**src/rtl/mac_pause_rx.sv**
```systemverilog
// mac_pause_rx -- receive-side 802.3x PAUSE detector and hold-off timer.
//
// Watches the MAC receive byte stream for MAC-control PAUSE frames addressed to this station (or to
// the reserved 01-80-C2-00-00-01 multicast address). When one is accepted, its pause_time is loaded
// into a quanta countdown. o_pause_active gates the transmit path while quanta remain. Runs entirely
// on the rx byte clock.
//
// Parameters
//   STATION_ADDR   own unicast MAC address, byte 0 (first on the wire) in bits [47:40]
//   QUANTA_CYCLES  clock cycles per pause quantum
//
// Ports
//   i_clk              byte clock
//   i_rst              asynchronous, active-high reset
//   i_rx_data    [7:0] received frame byte, destination address first, no preamble/SFD
//   i_rx_valid         i_rx_data carries a byte this cycle (idle gaps allowed inside a frame)
//   i_rx_last          final byte of the frame (only meaningful with i_rx_valid)
//   i_rx_good          frame passed FCS/length checks (sampled with i_rx_valid & i_rx_last)
//   i_pause_enable     0: frames are still parsed and counted, but the timer is not loaded
//   o_pause_active     high while o_pause_quanta is non-zero
//   o_pause_quanta [15:0] remaining pause quanta
//   o_pause_frame_stb  one-cycle pulse per accepted PAUSE frame
//   o_pause_frame_cnt [15:0] accepted PAUSE frames, saturating

module mac_pause_rx #(
  parameter logic [47:0] STATION_ADDR  = 48'h00_0A_35_00_01_02,
  parameter int unsigned QUANTA_CYCLES = 64
) (
  input  logic        i_clk,
  input  logic        i_rst,
  input  logic [7:0]  i_rx_data,
  input  logic        i_rx_valid,
  input  logic        i_rx_last,
  input  logic        i_rx_good,
  input  logic        i_pause_enable,
  output logic        o_pause_active,
  output logic [15:0] o_pause_quanta,
  output logic        o_pause_frame_stb,
  output logic [15:0] o_pause_frame_cnt
);

  localparam logic [47:0] CtrlMcastAddr = 48'h01_80_C2_00_00_01;
  localparam int unsigned PrescW = (QUANTA_CYCLES > 1) ? $clog2(QUANTA_CYCLES) : 1;
  localparam logic [PrescW-1:0] PrescMax = PrescW'(QUANTA_CYCLES - 1);

  typedef enum logic [1:0] {
    StIdle,
    StHdr,
    StWaitEnd,
    StDrop
  } state_e;

  state_e r_state;
  state_e w_state_next;

  logic [4:0]        r_idx;
  logic              r_uc_ok;
  logic              r_mc_ok;
  logic [15:0]       r_ptime;
  logic              r_stb;
  logic [15:0]       r_cnt;
  logic [15:0]       r_quanta;
  logic [PrescW-1:0] r_presc;

  logic [7:0]  w_sta_byte;
  logic [7:0]  w_mc_byte;
  logic        w_uc_hit;
  logic        w_mc_hit;
  logic        w_hdr_bad;
  logic        w_parsing;
  logic        w_end;
  logic        w_commit;
  logic [15:0] w_ptime_next;

  // ---------------------------------------------------------------------------------------------
  // Byte-level decode
  // ---------------------------------------------------------------------------------------------

  assign w_parsing = (r_state == StIdle) || (r_state == StHdr);
  assign w_end     = i_rx_valid && i_rx_last;

  // Destination-address byte expected at the current index for each accepted address.
  always_comb begin
    w_sta_byte = 8'h00;
    w_mc_byte  = 8'h00;
    case (r_idx)
      5'd0: begin w_sta_byte = STATION_ADDR[47:40]; w_mc_byte = CtrlMcastAddr[47:40]; end
      5'd1: begin w_sta_byte = STATION_ADDR[39:32]; w_mc_byte = CtrlMcastAddr[39:32]; end
      5'd2: begin w_sta_byte = STATION_ADDR[31:24]; w_mc_byte = CtrlMcastAddr[31:24]; end
      5'd3: begin w_sta_byte = STATION_ADDR[23:16]; w_mc_byte = CtrlMcastAddr[23:16]; end
      5'd4: begin w_sta_byte = STATION_ADDR[15:8];  w_mc_byte = CtrlMcastAddr[15:8];  end
      5'd5: begin w_sta_byte = STATION_ADDR[7:0];   w_mc_byte = CtrlMcastAddr[7:0];   end
      default: ;
    endcase
  end

  // Running match per candidate address; byte 0 starts a fresh comparison.
  assign w_uc_hit = ((r_idx == 5'd0) || r_uc_ok) && (i_rx_data == w_sta_byte);
  assign w_mc_hit = ((r_idx == 5'd0) || r_mc_ok) && (i_rx_data == w_mc_byte);

  // Header byte rejects the frame. The DA fails as soon as neither candidate can still match.
  always_comb begin
    w_hdr_bad = 1'b0;
    case (r_idx)
      5'd0, 5'd1, 5'd2, 5'd3, 5'd4, 5'd5: w_hdr_bad = !(w_uc_hit || w_mc_hit);
      5'd12:   w_hdr_bad = (i_rx_data != 8'h88);
      5'd13:   w_hdr_bad = (i_rx_data != 8'h08);
      5'd14:   w_hdr_bad = (i_rx_data != 8'h00);
      5'd15:   w_hdr_bad = (i_rx_data != 8'h01);
      default: w_hdr_bad = 1'b0;
    endcase
  end

  // pause_time including the byte arriving now, so a frame ending on byte 17 commits the full value.
  always_comb begin
    w_ptime_next = r_ptime;
    if (w_parsing && i_rx_valid) begin
      if (r_idx == 5'd16) begin
        w_ptime_next = {i_rx_data, r_ptime[7:0]};
      end else if (r_idx == 5'd17) begin
        w_ptime_next = {r_ptime[15:8], i_rx_data};
      end
    end
  end

  // ---------------------------------------------------------------------------------------------
  // Frame FSM
  // ---------------------------------------------------------------------------------------------

  always_ff @(posedge i_clk or posedge i_rst) begin
    if (i_rst) begin
      r_state <= StIdle;
    end else begin
      r_state <= w_state_next;
    end
  end

  // StIdle behaves as the header parser at byte 0; it exists so a reset or finished frame
  // always restarts parsing from a fresh first byte.
  always_comb begin
    w_state_next = r_state;
    unique case (r_state)
      StIdle, StHdr: begin
        if (i_rx_valid) begin
          if (i_rx_last) begin
            w_state_next = StIdle;
          end else if (w_hdr_bad) begin
            w_state_next = StDrop;
          end else if (r_idx == 5'd17) begin
            w_state_next = StWaitEnd;
          end else begin
            w_state_next = StHdr;
          end
        end
      end
      StWaitEnd, StDrop: begin
        if (w_end) begin
          w_state_next = StIdle;
        end
      end
      default: w_state_next = StIdle;
    endcase
  end

  // Commit decision on the last-byte cycle; frames ending before byte 17 are silently ignored.
  always_comb begin
    w_commit = 1'b0;
    unique case (r_state)
      StIdle, StHdr: w_commit = w_end && !w_hdr_bad && (r_idx == 5'd17) && i_rx_good;
      StWaitEnd:     w_commit = w_end && i_rx_good;
      StDrop:        w_commit = 1'b0;
      default:       w_commit = 1'b0;
    endcase
  end

  // ---------------------------------------------------------------------------------------------
  // Parse state: byte index, DA match flags, pause_time capture
  // ---------------------------------------------------------------------------------------------

  always_ff @(posedge i_clk or posedge i_rst) begin
    if (i_rst) begin
      r_idx   <= 5'd0;
      r_uc_ok <= 1'b0;
      r_mc_ok <= 1'b0;
      r_ptime <= 16'h0000;
    end else begin
      if (i_rx_valid) begin
        if (i_rx_last) begin
          r_idx <= 5'd0;
        end else if (r_idx != 5'd31) begin
          r_idx <= r_idx + 5'd1;
        end
      end
      if (w_parsing && i_rx_valid && (r_idx < 5'd6)) begin
        r_uc_ok <= w_uc_hit;
        r_mc_ok <= w_mc_hit;
      end
      r_ptime <= w_ptime_next;
    end
  end

  // ---------------------------------------------------------------------------------------------
  // Commit: strobe, counter and pause timer
  // ---------------------------------------------------------------------------------------------

  always_ff @(posedge i_clk or posedge i_rst) begin
    if (i_rst) begin
      r_stb <= 1'b0;
      r_cnt <= 16'h0000;
    end else begin
      r_stb <= w_commit;
      if (w_commit && (r_cnt != 16'hFFFF)) begin
        r_cnt <= r_cnt + 16'd1;
      end
    end
  end

  // A committed reload wins over a decrement due in the same cycle; pause_time 0 cancels at once.
  always_ff @(posedge i_clk or posedge i_rst) begin
    if (i_rst) begin
      r_quanta <= 16'h0000;
      r_presc  <= '0;
    end else if (w_commit && i_pause_enable) begin
      r_quanta <= w_ptime_next;
      r_presc  <= '0;
    end else if (r_quanta != 16'h0000) begin
      if (r_presc == PrescMax) begin
        r_presc  <= '0;
        r_quanta <= r_quanta - 16'd1;
      end else begin
        r_presc <= r_presc + PrescW'(1);
      end
    end
  end

  assign o_pause_active    = (r_quanta != 16'h0000);
  assign o_pause_quanta    = r_quanta;
  assign o_pause_frame_stb = r_stb;
  assign o_pause_frame_cnt = r_cnt;

endmodule
```
**config.mk**
```make
export PLATFORM = sky130hd
export DESIGN_NAME = mac_pause_rx
export DESIGN_NICKNAME = d
export VERILOG_FILES = /design/src/rtl/mac_pause_rx.sv
export SDC_FILE = /design/constraint.sdc
export NUM_CORES = 1
export LEC_CHECK = 0
export ABC_AREA = 1
export CAP_MARGIN = 20
export CORE_MARGIN = 10
export CORE_UTILIZATION = 38
export DETAILED_ROUTE_END_ITERATION = 6
export HOLD_SLACK_MARGIN = 0.15
export SLEW_MARGIN = 10
export SYNTH_ARGS = -nofsm -noshare
export SYNTH_HDL_FRONTEND = slang
export SYNTH_SLANG_ARGS = --single-unit
```
**constraint.sdc**
```tcl
create_clock -name i_clk -period 3.1 [get_ports i_clk]
set_clock_uncertainty 0.1 [all_clocks]
set_input_delay 0.62 -clock i_clk [delete_from_list [all_inputs] [get_ports i_clk]]
set_output_delay 0.62 -clock i_clk [all_outputs]
set_load 0.02 [all_outputs]
```
=== Word-level counts from Yosys, hierarchy flattened ===
Cells that the tools add are included.

* Register bits: 64
* Latch bits: 0
* Memory bits (writable): 0
* Bits in read-only memories: 0
* Input port bits: 14
* Output and inout bits: 34
* Word-level logic and storage cells: 90
* Memories kept: 0

* Add/subtract/negate cells: 4
* Multiply operators: 0
* Divide/modulo/power cells: 0
* $lt $le $gt $ge: 1
* Equal/unequal tests: 24
* Shift operators: 0
* Muxes and demuxes: 21
* Bitwise operators: 0
* Reductions and logical operators: 31

{| class="wikitable"
|+ Operator list
! kind !! count
|-
| 16-bit 2-to-1 mux || 5
|-
| 6-bit one-hot mux with 4 select lines || 1
|-
| 8-bit one-hot mux with 3 select lines || 1
|-
| 5-bit by 4-bit equality test with 1-bit output, second input constant || 4
|-
| 6-bit 2-to-1 mux || 3
|-
| 16-bit by 1-bit adder with 16-bit output, second input constant || 1
|-
| 8-bit equality test || 2
|-
| 16-bit != test, second input constant || 1
|-
| 16-bit nonzero test || 1
|-
| 16-bit by 1-bit subtractor with 16-bit output, second input constant || 1
|-
| 1-bit logical AND || 11
|-
| 5-bit by 2-bit equality test with 1-bit output, second input constant || 2
|-
| 5-bit by 3-bit equality test with 1-bit output, second input constant || 2
|-
| 5-bit equality test, second input constant || 2
|-
| 2-bit 2-to-1 mux || 5
|-
| 5-bit 2-to-1 mux || 2
|-
| 8-bit 2-to-1 mux || 1
|-
| 8-bit by 1-bit != test with 1-bit output, second input constant || 1
|-
| 8-bit by 4-bit != test with 1-bit output, second input constant || 1
|-
| 8-bit != test, second input constant || 1
|-
| 8-bit nonzero test || 1
|-
| 6-bit by 1-bit adder with 6-bit output, second input constant || 1
|-
| 6-bit equality test, second input constant || 1
|-
| 2-bit AND reduction || 3
|-
| other kinds (17) || 27
|}

=== Logic depth before layout (Yosys ltp) ===
* Word-level depth: 16
* Gate-level depth with buffers: 20
* Gate-level depth less buffers: 19

=== Worst setup path after synthesis ===
OpenSTA, ideal clock, no wires.

* Kind: reg-to-output
* Start point: register r_quanta[0], in the netlist o_pause_quanta[0]
* End point: output port o_pause_active
* Data arrival time: 1.781 ns
* Required time: 2.380 ns
* Setup slack: 0.599 ns
* Cell stages (with the launch flop): 8
* Path buffers: 0
* Path through: dfrtp_1 > inv_1 > ha_1 > nand2_1 > nor3_2 > nand3_1 > nor4_2 > nand4_1

* Longest elaborated chain between the ends: 1

{| class="wikitable"
|+ RTL lines
! element !! line !! source
|-
| start: declaration || 62 || <nowiki>logic [15:0] r_quanta;</nowiki>
|-
| start signal: assignment || 224 || <nowiki>r_quanta <= w_ptime_next;</nowiki>
|-
| start signal: assignment || 229 || <nowiki>r_quanta <= r_quanta - 16'd1;</nowiki>
|-
| 16-bit nonzero test || 236 || <nowiki>assign o_pause_active = (r_quanta != 16'h0000);</nowiki>
|-
| end: declaration || 36 || <nowiki>output logic o_pause_active,</nowiki>
|}

Every way passes these cells.

=== Worst setup path after layout ===
Ends and elaborated chain as after synthesis.

==> summary.txt <==
Clocking
  • CTS tree: done
  • Worst-Skew Late Latency: approximately 330 ps
  • H-tree depth: 3
  • CTS buffer count: 9
  • CTS Sinks: 64
  • Root Buffer: clkbuf_8
  • Clock Path Buffers: 2
  • Clk slew on worst S/H paths: 70 ps

Min path
  • HP Class: primary input to asynchronous set/reset pin

Cells and area
  • Most common cell after layout, fill and taps aside: nand2_1
  • Final std cells w/o fill: 758
  • Fillers: between 1000 and 1500
  • Most frequent cells in the layout: nand2_1 (168), dfrtp_1 (64), nor2_1 (51), inv_1 (46), clkdlybuf4s50_1 (46)
  • Synthesis-to-finish area growth: 22.25%
  • Nets: 636
  • Ant diodes: 0
  • Share of layout cells above drive strength 1: 11.00%

GRT
  • Total track usage: 13.77%
  • Global-route met1 utilization: approximately 17%
  • Largest net degree at the start of global routing: 59
  • Global route total overflow: 0
  • Initial antenna violation count: 0
  • First-pass GRT wire length: between 15000 and 20000 µm
  • Most Crowded Layer GR: met2
  • GRT met2 Usage: 22.77%
  • Vias in the first global route: 3811
  • Met3 Use GR: 3.277%

Synthesis
  • YS warnings: 0
  • Cells after synthesis: 553
  • Synth Register Bits: 64
  • Mean Syn Cell Area: 7.494 µm²
  • Synth unique cells: 44
  • Leading area contributor after synthesis: dfrtp_1
  • Fraction of registers with async set/reset: 100.0%
  • Post-Syn Area: 4144 µm²
  • Main synth FF type: dfrtp_1
  • EDFF count, synth: 0
  • Top cell type's share of synthesized area: 38.65%
  • Synth top area cells: dfrtp_1 (39%), nand2_1 (15%), nand3_1 (5.2%)
  • Seq/Total Area, Yosys: 38.65%
  • Syn_nets: 576

Placement
  • Port Buffers: 47
  • Cells after DPL: 739
  • RePlAce Congestion: 0.8617
  • HPWL after detailed placement: 8021 µm

Setup path
  • Class of the most critical setup path: register to output port
  • Critical path launch point type: register
  • Worst Setup End Kind: output port
  • Worst-path maximum fanout: 3
  • Critical Path AT: 2190 ps
  • Worst Setup SP: o_pause_quanta[0]
  • Crit Reg-Reg Startpoint: r_idx[1]
  • Critical Path RT: 2380 ps

Timing
  • Worst slew pin tran: a little over 500 ps
  • RSZ-0062 raised after global routing: no
  • Minimum hold slack: around 400 ps
  • Crit path time final: 2913 ps
  • Setup TNS Final: 0 ps
  • Peak Freq: 343.3 MHz
  • Slew Limit Fails: 0
  • Max transition margin: 65.96%
  • Period Utilization, post-route: roughly 94%
  • Fin. Hold Viols: 0
  • Final setup fails: 0

Floorplanning
  • Die width: 124.4 µm
  • Die H: 124.4 µm
  • Top Ports: 48
  • DIE AREA: 15480 µm²
  • Core box area: 10750 µm²
  • Rows: 38
  • Starting Density: 38.57%

Detailed routing
  • DR iter-0 viols: 271
  • Vias/cell: 5.065
  • DR pass1 iterations: 5
  • WL/cell: 14.38 µm
  • # DRC: 0
  • Vias: 3839
  • Antenna Violating Nets Remaining: 0
  • Routed WL: 10900 µm

Flow run
  • MaxCap Viol Count: 0

Pwr
  • P per Cell Area: 750.3 nW/µm²
  • VDD IR-drop max: roughly 0.38 mV
  • Leakage power: 2.421 nW

Status
  • Status: finished, final reports clean
==> critical path: stages, from the launching register on <==
cell           delay (ps)
dfrtp_1               410
inv_1                 100
ha_1                  190
nand2_1               120
nor3_4                160
nand3_2               140
nor4_4                190
nand4_1               180
dlygate4sd2_1         370
==> logic make-up after synthesis <==
family                   share of synthesized area (%)
AO/OA/AOI/OAI                                    9.783
XOR/XNOR                                         6.129
adder cells (fa/ha/maj)                          2.717
buffers and inverters                            7.518
flip-flops                                       38.65
AND/OR/NAND/NOR                                  35.21
==> repair_timing <==
item                                    4_1_cts  5_1_grt
endpoints found under the hold margin         0        0
gates resized for setup                       1        4
setup buffers                                 0        3
hold buffers                                  0        0
endpoints found under the setup margin        1       17
==> area by class of cell <==
class,instances,area (µm²),area share [%]
Inverter,55,206.4,4.075
Timing Repair Buffer,67,644.4,12.72
Tap cell,140,175.2,3.458
Clock buffer,12,135.1,2.667
Multi-Input combinational cell,416,2258,44.58
Sequential cell,64,1602,31.61
Clock inverter,4,45.04,0.8891
==> stage by stage <==
step | setup WS, ps | cell area [µm²] | total power, mW | utilization (%)
CTS | 76.82 | 5016 | 3.806 | 46.68
detailed placement | 64.52 | 4837 | 3.097 | 45.02
global route | 10.09 | 5066 | 4.122 | 47.15
floorplan | 599.1 | 4144 | 2.521 | -
finish | 187.5 | 5066 | 3.801 | 47.15
global placement | 106.7 | 4837 | 3.064 | 45.02
==> synth_stat cells, types with 2 or more instances <==
library cell  number
inv_2              7
ha_1               9
nor3_1            10
nand3_1           43
nor2_2             2
a31oi_1            2
nor4_1             2
nor3_2             2
o21ai_1            2
buf_4              2
buf_6              3
o211ai_1          11
nand3_4            2
dfrtp_1           64
inv_1             47
xor2_1            20
o21ai_0           15
nand4_1           26
nand2_1          168
xnor2_1            9
o211ai_2           6
buf_2              6
a21oi_2            2
nor2_1            51
nand2_2            3
clkbuf_1           7
a21oi_1           15
==> metal layers <==
| layer | share of wire, % | vias up |
|---|---|---|
| met1 | 45 | 1807 |
| met5 | 0 | - |
| met4 | 1.4 | 0 |
| li1 | - | 1937 |
| met3 | 5.0 | 11 |
| met2 | 48 | 84 |
==> final timing paths <==
path	end	slack, ps	cells after the start
setup / recovery	o_pause_active	190	8
hold / removal	o_pause_frame_cnt[11]	400	2
setup reg to reg	o_pause_quanta[9]	320	20
hold reg to reg	r_ptime[12]	400	2
max in group asynchronous	r_ptime[13]	1940	3
min in group i_clk	r_ptime[12]	400	2
==> power by group <==
group	total (mW)	internal, mW	switching [mW]
combinational	1.78	0.758	1.02
sequential	1.33	1.05	0.277
clock	0.700	0.369	0.331
==> flip-flops by register name, indices dropped and copies added, names as in the netlist <==
name               count
r_uc_ok                1
r_ptime               16
r_presc                6
o_pause_frame_stb      1
r_mc_ok                1
r_idx                  5
r_state                2
o_pause_frame_cnt     16
o_pause_quanta        16
(Power assumes the default switching activity.)
==> variant 1 (config.mk and constraints unchanged) <==
Register the output `o_pause_quanta` once more, cleared by the reset; this adds one clock of latency there. The other outputs are not delayed to match.
--- a/src/rtl/mac_pause_rx.sv
+++ b/src/rtl/mac_pause_rx.sv
@@ -236,3 +236,9 @@
   assign o_pause_active    = (r_quanta != 16'h0000);
-  assign o_pause_quanta    = r_quanta;
+  always_ff @(posedge i_clk or posedge i_rst) begin
+    if (i_rst) begin
+      o_pause_quanta <= '0;
+    end else begin
+      o_pause_quanta <= r_quanta;
+    end
+  end
   assign o_pause_frame_stb = r_stb;
Formal check against the unedited RTL: no difference found for any inputs over 10 cycles, from zero or initial values and one cycle with i_rst high; that may be too few to reach the edited logic, so the function may still have changed.
==> variant 1 against the original RTL <==
Sequential power rose by 17%. Combinational power is 8% lower. Routed wire length increased by 0.98%. Utilization is 0.49 points higher. Synthesized area is 10% higher. Clock power grew 53%. Via count rose by 3.3%. Setup slack gained 0.0051 ns. Critical path depth is 2 higher. Sequential cell count grew 16. Power rose by 12%. Global-route usage rose by 0.056 points. Final area up 9.2%. Critical path type unchanged. Highest routed layer unchanged.
==> variant 1: results <==
[clocking]
cts_resized = 2
clk_root_buffer_cell = clkbuf_16

[grt]
grt_use_met1_pct = 18.4
grt_start_max_net_pins = 48
globalRouteMet3Util_pct = 2.49
global_routing_met2_resource_utilization_pct = 21.6
gr-usage-all-layers_pct = 13.8
grt_pass1_wl_um = 19100

[yosys]
synth-xor-area-share_pct = 5.95
synth_commonest_cells = nand2_1 (171), dfrtp_1 (80), inv_1 (57)
synth_fa_ha_area_share_pct = 2.47
postSynthNetCount = 607
synth-compound-area-share_pct = 7.51
library_cells_used_by_synthesis = 37
netlist_instances = 584
main_area_contributors_after_synthesis = dfrtp_1 (44%), nand2_1 (14%), nand3_1 (5.3%)

[detailed_routing]
dr_wl_met2_um = 5030
routed_wl_um = 11000
routedWlPerCell_um = 14.0
met3_wirelength_um = 587
met1Wirelength_um = 5260
first_iter_violations = 284
via_count = 3965

[power]
p_comb_share_pct = 38.5
p_clk_mw = 1.07
sw_frac_of_total_pct = 38.4
leakagePower_nw = 2.62
pwr_density_cell_mw_per_mm2 = 771
ir_drop_worst_case_vdd_mv = 0.375

[placed_design]
place_worst_setup_slack_ns = 0.155
dp.cells = 766
weighted_congestion_at_the_end_of_routability_driven_global_placement = 0.880
placed_area_mm2 = 0.00521

[critical_path]
critPathMaxFanout = 5
reg2regPathDepth = 18

[min_path]
hold_path.class = flip-flop to flip-flop

[finish]
drive_gt1_share_pct = 9.36

[outcome]
outcome = finished clean

[sta]
worstMarginPinSlew_ns = 0.617
-- variant 1: cell types whose count changed in the layout (fill, tap and decap cells not counted), moves of 7 or more --
cell	before	now
dfrtp_1	64	80
clkbuf_16	0	9
clkbuf_8	9	0
inv_1	46	55
o211ai_1	11	18
-- variant 1: final timing paths --
kind | startpoint | endpoint | slack [ns]
worst min register to register | r_quanta[0] | o_pause_quanta[0] | 0.33
worst min-delay path | r_quanta[0] | o_pause_quanta[0] | 0.33
worst max-delay path | r_quanta[0] | o_pause_active | 0.19
max in group asynchronous | i_rst | r_presc[0] | 1.68
worst max register to register | r_idx[0] | r_quanta[12] | 0.41
min in group asynchronous | i_rst | o_pause_frame_cnt[1] | 0.57
-- variant 1: layout make-up --
| class | instances | area (um2) |
|---|---|---|
| clock inverter | 7 | 71.3 |
| timing repair buffer | 61 | 587 |
| tap | 143 | 179 |
| clock buffer | 9 | 225 |
| multi-input combinational | 421 | 2230 |
| inverter | 63 | 238 |
| sequential | 80 | 2000 |
| fill | 1173 | 6080 |
==> variant 2 (same flow settings) <==
Made on the original files. `QUANTA_CYCLES`: 64 -> 128.
--- a/src/rtl/mac_pause_rx.sv
+++ b/src/rtl/mac_pause_rx.sv
@@ -26,3 +26,3 @@
   parameter logic [47:0] STATION_ADDR  = 48'h00_0A_35_00_01_02,
-  parameter int unsigned QUANTA_CYCLES = 64
+  parameter int unsigned QUANTA_CYCLES = 128
 ) (
Function: same outputs for any inputs over 10 cycles, from zero or initial values and one cycle with i_rst high; that may be too few to reach the edited logic, so the function may still have changed.
==> variant 2 against the original RTL <==
Via count is 1.3% higher. Register-to-register slack better by 0.14 ns. Utilization up 0.071 points. Synthesized area rose by 1.6%. Routed wire length down 2.2%. Synthesized cell count is 6.0% higher. Cell count grew 3.8%. Final area rose by 1.0%. Power fell by 6.2%. Sequential cell count increased by 1. Setup slack gained 0.053 ns. Largest cell class unchanged.
==> variant 2: results <==
[clocking]
clkLatencyLatePin_ns = 0.35

[detailed_routing]
routedWlPerCell_um = 13.5
via_count = 3887
drt_pass1_iterations = 4
first_iter_violations = 289

[yosys]
async_sr_flop_fraction_pct = 100
main_area_contributors_after_synthesis = dfrtp_1 (39%), nand2_1 (15%), nand3_1 (8.9%)
synth_top_flop_cell = dfrtp_1
library_cells_used_by_synthesis = 39
postSynthNetCount = 609
seq_area_frac_synth_pct = 38.6
synth_commonest_cells = nand2_1 (172), inv_1 (79), nand3_1 (75)

[grt]
gr-usage-all-layers_pct = 13.5
initial_antenna_violation_count = 0
grt_pass1_vias = 3773
grt_start_max_net_pins = 42
grt_pass1_wl_um = 18100

[placed_design]
weighted_congestion_at_the_end_of_routability_driven_global_placement = 0.881
placed_area_mm2 = 0.00485
place_worst_setup_slack_ns = 0.176
place.detailed.hpwl_um = 7960

[min_path]
hold_path.class = flip-flop to flip-flop

[finish]
finish.net_count = 665
drive_gt1_share_pct = 8.81
fillers = 1092

[critical_path]
critPathMaxFanout = 4
cp_slowest_cell = dfrtp_1

[outcome]
outcome = finished clean

[power]
switchingPower_mw = 1.40
ir_drop_worst_case_vdd_mv = 0.294
leakagePower_nw = 2.52

[sta]
normalized_max_slew_margin_pct = 55.2
[variant 2: changes by cell type after synthesis, sizes merged, moves of 5 or more]
cell and delta:
o211ai -16, inv +28, nor2 -5, nand3 +32
a21oi -9, nand2 +6
[variant 2: final cells by class]
type,count,area [um2],share of cell area [%]
clock buffers,10,138,2.69
clock inverters,6,115,2.25
inverters,83,312,6.09
multi-input cells,422,2170,42.4
flip-flops and latches,65,1630,31.8
well taps,140,175,3.42
repair buffers,61,583,11.4
[variant 2: through the flow]
step	cells	util, %
3_3_place_gp	768	44.7
2_1_floorplan	586	-
4_1_cts	785	47.1
6_report	787	47.2
3_5_place_dp	768	44.7
5_1_grt	787	47.2
[variant 2: per-layer routing]
| metal | vias to the layer above | GRT usage (%) | part of all wire [%] |
|---|---|---|---|
| li1 | 1982 | - | - |
| met1 | 1788 | 17.0 | 45 |
| met2 | 97 | 21.4 | 46 |
| met3 | 20 | 3.21 | 5.7 |
| met4 | 0 | 6.44 | 2.8 |
| met5 | - | 0 | 0 |
[variant 2: final timing paths]
path	slack, ns	end	depth (start not counted)	start
max in group asynchronous	1.73	o_pause_quanta[12]	3	i_rst
worst min register to register	0.39	r_uc_ok	2	r_uc_ok
worst min-delay path	0.39	r_uc_ok	2	r_uc_ok
worst max-delay path	0.24	o_pause_active	8	o_pause_quanta[0]
worst max register to register	0.46	o_pause_quanta[4]	15	r_idx[2]
min in group asynchronous	0.54	o_pause_frame_stb	2	i_rst
[variant 2: what timing repair did]
action	CTS	global route
setup endpoints to repair	1	1
gates resized for setup	1	2
pin swaps	1	3
buffers inserted	1	2
[variant 2: cells by family (layout without fill, tap and decap cells)]
family,count (synthesis),count (layout),share of synthesized area [%]
simple gates,349,349,37.7
buf+inv,99,160,9.86
flops,65,65,38.6
compound gates,35,35,5.02
xor+xnor,27,27,5.62
fa+ha+maj,9,9,2.67
mux,2,2,0.535
[variant 2: worst max-delay path, delay by kind of cell (launching register included)]
kind                     cells  cell delay [ns]
adder cells (fa/ha/maj)      1             0.20
buffers and inverters        3             0.39
flip-flops                   1             0.42
AND/OR/NAND/NOR              4             0.77
[variant 2: power groups by stage]
stage | Clock (mW) | Sequential, mW | Combinational [mW]
floorplan | 0 | 1.38 | 0.820
global placement | 0 | 1.31 | 1.33
detailed placement | 0 | 1.31 | 1.35
CTS | 0.939 | 1.30 | 1.36
global route | 0.972 | 1.33 | 1.53
finish | 0.919 | 1.30 | 1.35
